**config.mk**
```make
export PLATFORM = sky130hd
export DESIGN_NAME = ex_muldiv
export DESIGN_NICKNAME = d
export VERILOG_FILES = /design/src/rtl/ex_muldiv.sv
export SDC_FILE = /design/constraint.sdc
export NUM_CORES = 2
export LEC_CHECK = 0
export BUFFER_PORTS_ARGS = -buffer_cell sky130_fd_sc_hd__buf_2
export CAP_MARGIN = 30
export CORE_MARGIN = 2
export CORE_UTILIZATION = 30
export CTS_CLUSTER_DIAMETER = 150
export DETAILED_ROUTE_END_ITERATION = 8
export GPL_ROUTABILITY_DRIVEN = 0
export PLACE_DENSITY_LB_ADDON = 0.15
export SYNTH_ARGS = -nofsm -noshare
export SYNTH_HDL_FRONTEND = slang
export SYNTH_SLANG_ARGS = --single-unit
```
**constraint.sdc**
```tcl
create_clock -name clk -period 30.7 [get_ports clk]
set_input_delay 9.21 -clock clk [delete_from_list [all_inputs] [get_ports clk]]
set_output_delay 9.21 -clock clk [all_outputs]
set_load 0.01 [all_outputs]
```
**src/rtl/ex_muldiv.sv**
```systemverilog
// Multi-cycle RV32M execute unit: pipelined multiplier, radix-2^DIV_BITS restoring divider.
// Holds the pipeline while busy and returns a single writeback strobe.
module ex_muldiv #(
    parameter int XLEN       = 32,
    parameter int MUL_CYCLES = 2,
    parameter int DIV_BITS   = 1
) (
    input  logic            clk,
    input  logic            rst_n,
    input  logic            start_i,
    input  logic [2:0]      funct3_i,
    input  logic [XLEN-1:0] op1_i,
    input  logic [XLEN-1:0] op2_i,
    input  logic [4:0]      rd_addr_i,
    input  logic            flush_i,
    output logic            hold_flag_o,
    output logic            valid_o,
    output logic [XLEN-1:0] rd_data_o,
    output logic [4:0]      rd_addr_o,
    output logic            rd_wen_o
);

    localparam int DIV_ITERS = XLEN / DIV_BITS;
    localparam int CW        = $clog2(DIV_ITERS);
    localparam logic [XLEN-1:0] MIN_NEG = {1'b1, {(XLEN-1){1'b0}}};

    typedef enum logic [2:0] {S_IDLE, S_MUL, S_DIV, S_FIX, S_DONE} state_t;

    state_t state, state_nx;

    logic            accept, div_sgn, div_zero, div_ovf;
    logic            a_sgn, b_sgn;
    logic [XLEN-1:0] abs1, abs2;

    logic [2:0]      f3_q;
    logic [4:0]      rd_q;
    logic [XLEN-1:0] quo_q, rem_q, dvs_q;
    logic [CW-1:0]   cnt_q;
    logic            qneg_q, rneg_q;

    logic [XLEN-1:0] quo_nx, rem_nx;
    logic [XLEN:0]   part, diff;
    logic            ge;

    logic [2*XLEN-1:0] prod_now, mul_res;
    logic              mul_last;

    logic [XLEN-1:0] res_d, quo_fix, rem_fix;
    logic [4:0]      rd_d;

    assign accept   = (state == S_IDLE) && start_i && !flush_i;
    assign div_sgn  = !funct3_i[0];
    assign div_zero = (op2_i == '0);
    assign div_ovf  = div_sgn && (op1_i == MIN_NEG) && (&op2_i);
    assign abs1     = (div_sgn && op1_i[XLEN-1]) ? -op1_i : op1_i;
    assign abs2     = (div_sgn && op2_i[XLEN-1]) ? -op2_i : op2_i;

    // MULH: s x s, MULHSU: s x u, MUL/MULHU: u x u. Low 2*XLEN bits of the
    // extended product are the exact signed/unsigned product.
    assign a_sgn    = funct3_i[1] ^ funct3_i[0];
    assign b_sgn    = !funct3_i[1] && funct3_i[0];
    assign prod_now = {{XLEN{a_sgn && op1_i[XLEN-1]}}, op1_i}
                    * {{XLEN{b_sgn && op2_i[XLEN-1]}}, op2_i};

    generate
        if (MUL_CYCLES == 1) begin : g_mul_comb
            assign mul_last = 1'b0;
            assign mul_res  = prod_now;
        end else begin : g_mul_pipe
            // The output register is the last stage, so MUL_CYCLES-1 stages live here.
            logic                                   mul_go;
            logic [MUL_CYCLES-2:0]                  vld_pipe;
            logic [MUL_CYCLES-2:0][2*XLEN-1:0]      prod_pipe;

            assign mul_go = accept && !funct3_i[2];

            always_ff @(posedge clk) begin
                if (!rst_n || flush_i) begin
                    vld_pipe <= '0;
                end else begin
                    vld_pipe[0] <= mul_go;
                    for (int k = 1; k < MUL_CYCLES - 1; k++) vld_pipe[k] <= vld_pipe[k-1];
                end
            end

            always_ff @(posedge clk) begin
                prod_pipe[0] <= prod_now;
                for (int k = 1; k < MUL_CYCLES - 1; k++) prod_pipe[k] <= prod_pipe[k-1];
            end

            assign mul_last = vld_pipe[MUL_CYCLES-2];
            assign mul_res  = prod_pipe[MUL_CYCLES-2];
        end
    endgenerate

    // DIV_BITS restoring steps unrolled per cycle; rem < divisor keeps part within XLEN+1 bits.
    always_comb begin
        quo_nx = quo_q;
        rem_nx = rem_q;
        part   = '0;
        diff   = '0;
        ge     = 1'b0;
        for (int i = 0; i < DIV_BITS; i++) begin
            part   = {rem_nx, quo_nx[XLEN-1]};
            diff   = part - {1'b0, dvs_q};
            ge     = (part >= {1'b0, dvs_q});
            quo_nx = {quo_nx[XLEN-2:0], ge};
            rem_nx = ge ? diff[XLEN-1:0] : part[XLEN-1:0];
        end
    end

    assign quo_fix = qneg_q ? -quo_q : quo_q;
    assign rem_fix = rneg_q ? -rem_q : rem_q;

    always_comb begin
        state_nx = state;
        res_d    = '0;
        rd_d     = rd_q;
        unique case (state)
            S_IDLE: begin
                if (accept) begin
                    rd_d = rd_addr_i;
                    if (!funct3_i[2]) begin
                        if (MUL_CYCLES == 1) begin
                            state_nx = S_DONE;
                            res_d    = (funct3_i[1:0] == 2'b00) ? mul_res[XLEN-1:0]
                                                                : mul_res[2*XLEN-1:XLEN];
                        end else begin
                            state_nx = S_MUL;
                        end
                    end else if (div_zero) begin
                        state_nx = S_DONE;
                        res_d    = funct3_i[1] ? op1_i : '1;
                    end else if (div_ovf) begin
                        state_nx = S_DONE;
                        res_d    = funct3_i[1] ? '0 : op1_i;
                    end else begin
                        state_nx = S_DIV;
                    end
                end
            end
            S_MUL: begin
                if (flush_i) begin
                    state_nx = S_IDLE;
                end else if (mul_last) begin
                    state_nx = S_DONE;
                    res_d    = (f3_q[1:0] == 2'b00) ? mul_res[XLEN-1:0]
                                                    : mul_res[2*XLEN-1:XLEN];
                end
            end
            S_DIV: begin
                if (flush_i)            state_nx = S_IDLE;
                else if (cnt_q == '0)   state_nx = S_FIX;
            end
            S_FIX: begin
                if (flush_i) begin
                    state_nx = S_IDLE;
                end else begin
                    state_nx = S_DONE;
                    res_d    = f3_q[1] ? rem_fix : quo_fix;
                end
            end
            S_DONE:  state_nx = S_IDLE;
            default: state_nx = S_IDLE;
        endcase
    end

    always_ff @(posedge clk) begin
        if (!rst_n) begin
            state     <= S_IDLE;
            rd_data_o <= '0;
            rd_addr_o <= '0;
        end else begin
            state <= state_nx;
            if (state_nx == S_DONE) begin
                rd_data_o <= res_d;
                rd_addr_o <= rd_d;
            end
        end
    end

    always_ff @(posedge clk) begin
        if (accept) begin
            f3_q   <= funct3_i;
            rd_q   <= rd_addr_i;
            quo_q  <= abs1;
            rem_q  <= '0;
            dvs_q  <= abs2;
            cnt_q  <= CW'(DIV_ITERS - 1);
            qneg_q <= div_sgn && (op1_i[XLEN-1] ^ op2_i[XLEN-1]);
            rneg_q <= div_sgn && op1_i[XLEN-1];
        end else if (state == S_DIV) begin
            quo_q <= quo_nx;
            rem_q <= rem_nx;
            cnt_q <= cnt_q - CW'(1);
        end
    end

    // Dropping hold in DONE lets the pipeline advance alongside writeback.
    assign hold_flag_o = !flush_i && (((state == S_IDLE) && start_i)
                         || (state == S_MUL) || (state == S_DIV) || (state == S_FIX));
    assign valid_o     = (state == S_DONE);
    assign rd_wen_o    = valid_o;

endmodule

```
==> flow_metrics.env <==
export IMPL_synth_edf_count=68
export IMPL_htreeDepth=1
export IMPL_clk_pin_slew_ps=60
export IMPL_crit_path_max_incr_delay_ps=340
export IMPL_worstPathRequired_ps=21490
export IMPL_clk_latency_ps=590
export IMPL_grt_max_degree=78
export IMPL_postCtsSetupRepairBufs=0
export IMPL_areaGrowthSynthToFinish_pct=7.34
export IMPL_drt_initial_drc_count=2643
export IMPL_wirelength_microns=172000
export IMPL_drv_cap=0
export IMPL_syn_num_nets=7158
export IMPL_utilization_pct=32.4
export IMPL_crit_fanout=7
export IMPL_max_slew_worst_pin_slew_ps=1050
export IMPL_synthArstFlopShare_pct=0
export IMPL_via_per_inst=4.83
export IMPL_maxSlewHeadroom_pct=29.8
export IMPL_skew_ps=34.6
export IMPL_fmax_mhz=52.1
export IMPL_synth_cell_area_sq_um=50300
export IMPL_drive_above_1_share_pct=5.12
export IMPL_dp_hpwl_microns=133000
export IMPL_cts_tree="done"
export IMPL_grt_total_usage_pct=20.4
export IMPL_cts_hold_buf=0
export IMPL_start_util_pct=30.2
export IMPL_die_area_sq_um=171000
export IMPL_finalHoldViolations=0
export IMPL_ios=116
export IMPL_path_common_cell="buf_2"
export IMPL_crit_type="in2out"
export IMPL_synth_seq_area_share_pct=9.90
export IMPL_num_rows=150
export IMPL_status="complete, no violations"
export IMPL_vias=37786
export IMPL_timing_final_crit_share_pct=62.5
export IMPL_grt_antenna_before_repair=20
export IMPL_fp_dieH_microns=414
export IMPL_wl_per_cell_microns=21.9
export IMPL_end_kind="output port"
export IMPL_synth_seq_cells=215
export IMPL_drtPass1Iterations=5
export IMPL_syn_area_per_cell_sq_um=8.83
export IMPL_antenna_left=0
export IMPL_crit_chain="buf_2, nor2_1, o31a_1, buf_2"
export IMPL_cts_resized=0
export IMPL_start_kind="input pin"
export IMPL_rsz0062_at_grt="no"
export IMPL_finalSetupTns_ps=0
export IMPL_drcViolationCount=0
export IMPL_synthCells=5704
export IMPL_fp_dieW_microns=414
export IMPL_ys_warn_count=0
export IMPL_root_buffer="clkbuf_16"
export IMPL_cts_inserted_buffers=28
export IMPL_num_nets_final=7042
export IMPL_cts_sinks=215
export IMPL_slowest_stage="nor2_1"
export IMPL_grt_pass1_vias=39974
export IMPL_grt_pass1_wl_microns=261000
export IMPL_synth_ff_type="dfxtp_1"
export IMPL_min_period_ps=19200
export IMPL_grt_overflow_total=0
export IMPL_synthDistinctLibCells=77
export IMPL_setup_viol_count_final=0
export IMPL_slew_viol_final=0
export IMPL_io_buffers=115
export IMPL_crit_arrival_ps=9990
export IMPL_cts_buffer_depth=3
export IMPL_core_sq_um=167000
export IMPL_hold_class="reg2reg"
export IMPL_n_fill_cell=17563
## Yosys cell counts, types with 12 or more instances
cell type	n	area (sq um)
o21a_1	14	105
nand3_1	30	150
fa_1	1126	22500
clkbuf_1	264	991
a21oi_1	183	916
xor2_1	88	771
nand2b_1	27	169
edfxtp_1	68	2040
mux2i_1	16	160
nor3_1	37	185
ha_1	252	3150
nand4_1	21	131
nor2_1	163	612
xnor2_1	133	1160
nand2_1	968	3630
nor4_1	14	87.6
inv_1	1205	4520
dfxtp_1	147	2940
or3_1	14	87.6
nor2b_1	22	138
o21ai_0	179	896
o31ai_1	33	248
a31oi_1	19	119
o211ai_1	19	143
a22o_1	12	105
a21o_1	46	345
o41ai_1	16	140
o21bai_1	13	97.6
buf_1	75	282
a211oi_1	14	105
a221oi_1	15	131
or2_2	14	87.6
and2_1	330	2060
## worst max-delay path, delay by kind of cell
family	cells	cell delay [ps]
AND/OR/NAND/NOR	1	340
AO/OA/AOI/OAI	1	200
buffers and inverters	2	230
## cells by family (layout without fill, tap and decap cells)
kind of cell / after synthesis / count (layout) / share of synthesized area [%]
AOI/OAI and AO/OA: 635 / 635 / 7.96
xor gates and xnor gates: 221 / 221 / 3.85
adders and majority gates: 1378 / 1378 / 51.0
buffers and inverters: 1556 / 1462 / 11.7
DFF: 215 / 215 / 9.90
muxes: 16 / 16 / 0.318
other: 0 / 8 / 0
and+or+nand+nor: 1683 / 1683 / 15.3
## stage by stage
step                      worst slack (ps)  instances  hold slack [ps]  instance area, sq um
after floorplan                      11790       5704              418                 50300
after global placement               11500       7759              432                 53000
after detailed placement             11500       7760              433                 53000
after CTS                            11490       7812              450                 54000
after global routing                 11430       7818              481                 54000
final                                11500       7822              450                 54000
## area by class of cell
type	instances	area, sq um	area share [%]
diodes	8	20.0	0.0371
clock buffers	41	852	1.58
clock inverters	11	80.1	0.148
inverters	1206	4530	8.38
multi-input cells	3933	39500	73.2
flip-flops and latches	215	4980	9.23
well taps	2204	2760	5.10
repair buffers	204	1280	2.38
## metal layers
metal	share of wire (%)	GRT usage, %	up-vias
met5	0	0	-
met4	2.2	4.05	0
met3	4.7	1.52	152
met2	47	33.7	946
met1	46	29.4	19812
li1	-	-	16876
## layout by cell type, fill, tap and decap left out, drive strengths merged, types with 11 or more instances in the layout
| cell | netlist | layout |
|---|---|---|
| a21o | 46 | 46 |
| nand2b | 27 | 27 |
| clkbuf | 264 | 41 |
| dfxtp | 147 | 147 |
| nand3 | 30 | 30 |
| o31ai | 34 | 34 |
| xor2 | 88 | 88 |
| inv | 1205 | 1206 |
| buf | 86 | 204 |
| nor2 | 163 | 163 |
| a211oi | 14 | 14 |
| or3 | 14 | 14 |
| o41ai | 18 | 18 |
| mux2i | 16 | 16 |
| nor2b | 22 | 22 |
| xnor2 | 133 | 133 |
| and2 | 330 | 330 |
| clkinv | 1 | 11 |
| o21bai | 13 | 13 |
| fa | 1126 | 1126 |
| or4 | 16 | 16 |
| ha | 252 | 252 |
| o21ai | 183 | 183 |
| nor3 | 38 | 38 |
| a22o | 12 | 12 |
| o211ai | 19 | 19 |
| a21oi | 183 | 183 |
| nand2 | 968 | 968 |
| nand4 | 21 | 21 |
| a221oi | 16 | 16 |
| nor4 | 14 | 14 |
| or2 | 14 | 14 |
| o21a | 14 | 14 |
| a31oi | 19 | 19 |
| edfxtp | 68 | 68 |
## sequential cells by signal, summed over array words and instances (netlist names)
| name | cells |
|---|---|
| dvs_q | 32 |
| rneg_q | 1 |
| cnt_q | 5 |
| g_mul_pipe.vld_pipe | 1 |
| rem_q | 32 |
| quo_q | 32 |
| rd_q | 5 |
| qneg_q | 1 |
| f3_q | 2 |
| g_mul_pipe.prod_pipe | 64 |
| rd_data_o | 32 |
| rd_addr_o | 5 |
| state | 3 |
## worst paths after layout
path,slack [ps],to,depth (start not counted),startpoint
worst min-delay path,450,rd_q[2],2,rd_q[2]
worst max register to register,26750,rem_q[5],11,rem_q[15]
worst min register to register,450,rd_q[2],2,rd_q[2]
worst max-delay path,11500,hold_flag_o,4,flush_i
Power is not shown: default switching activity piles up to over one toggle a cycle in this logic, so the estimate is an artifact.
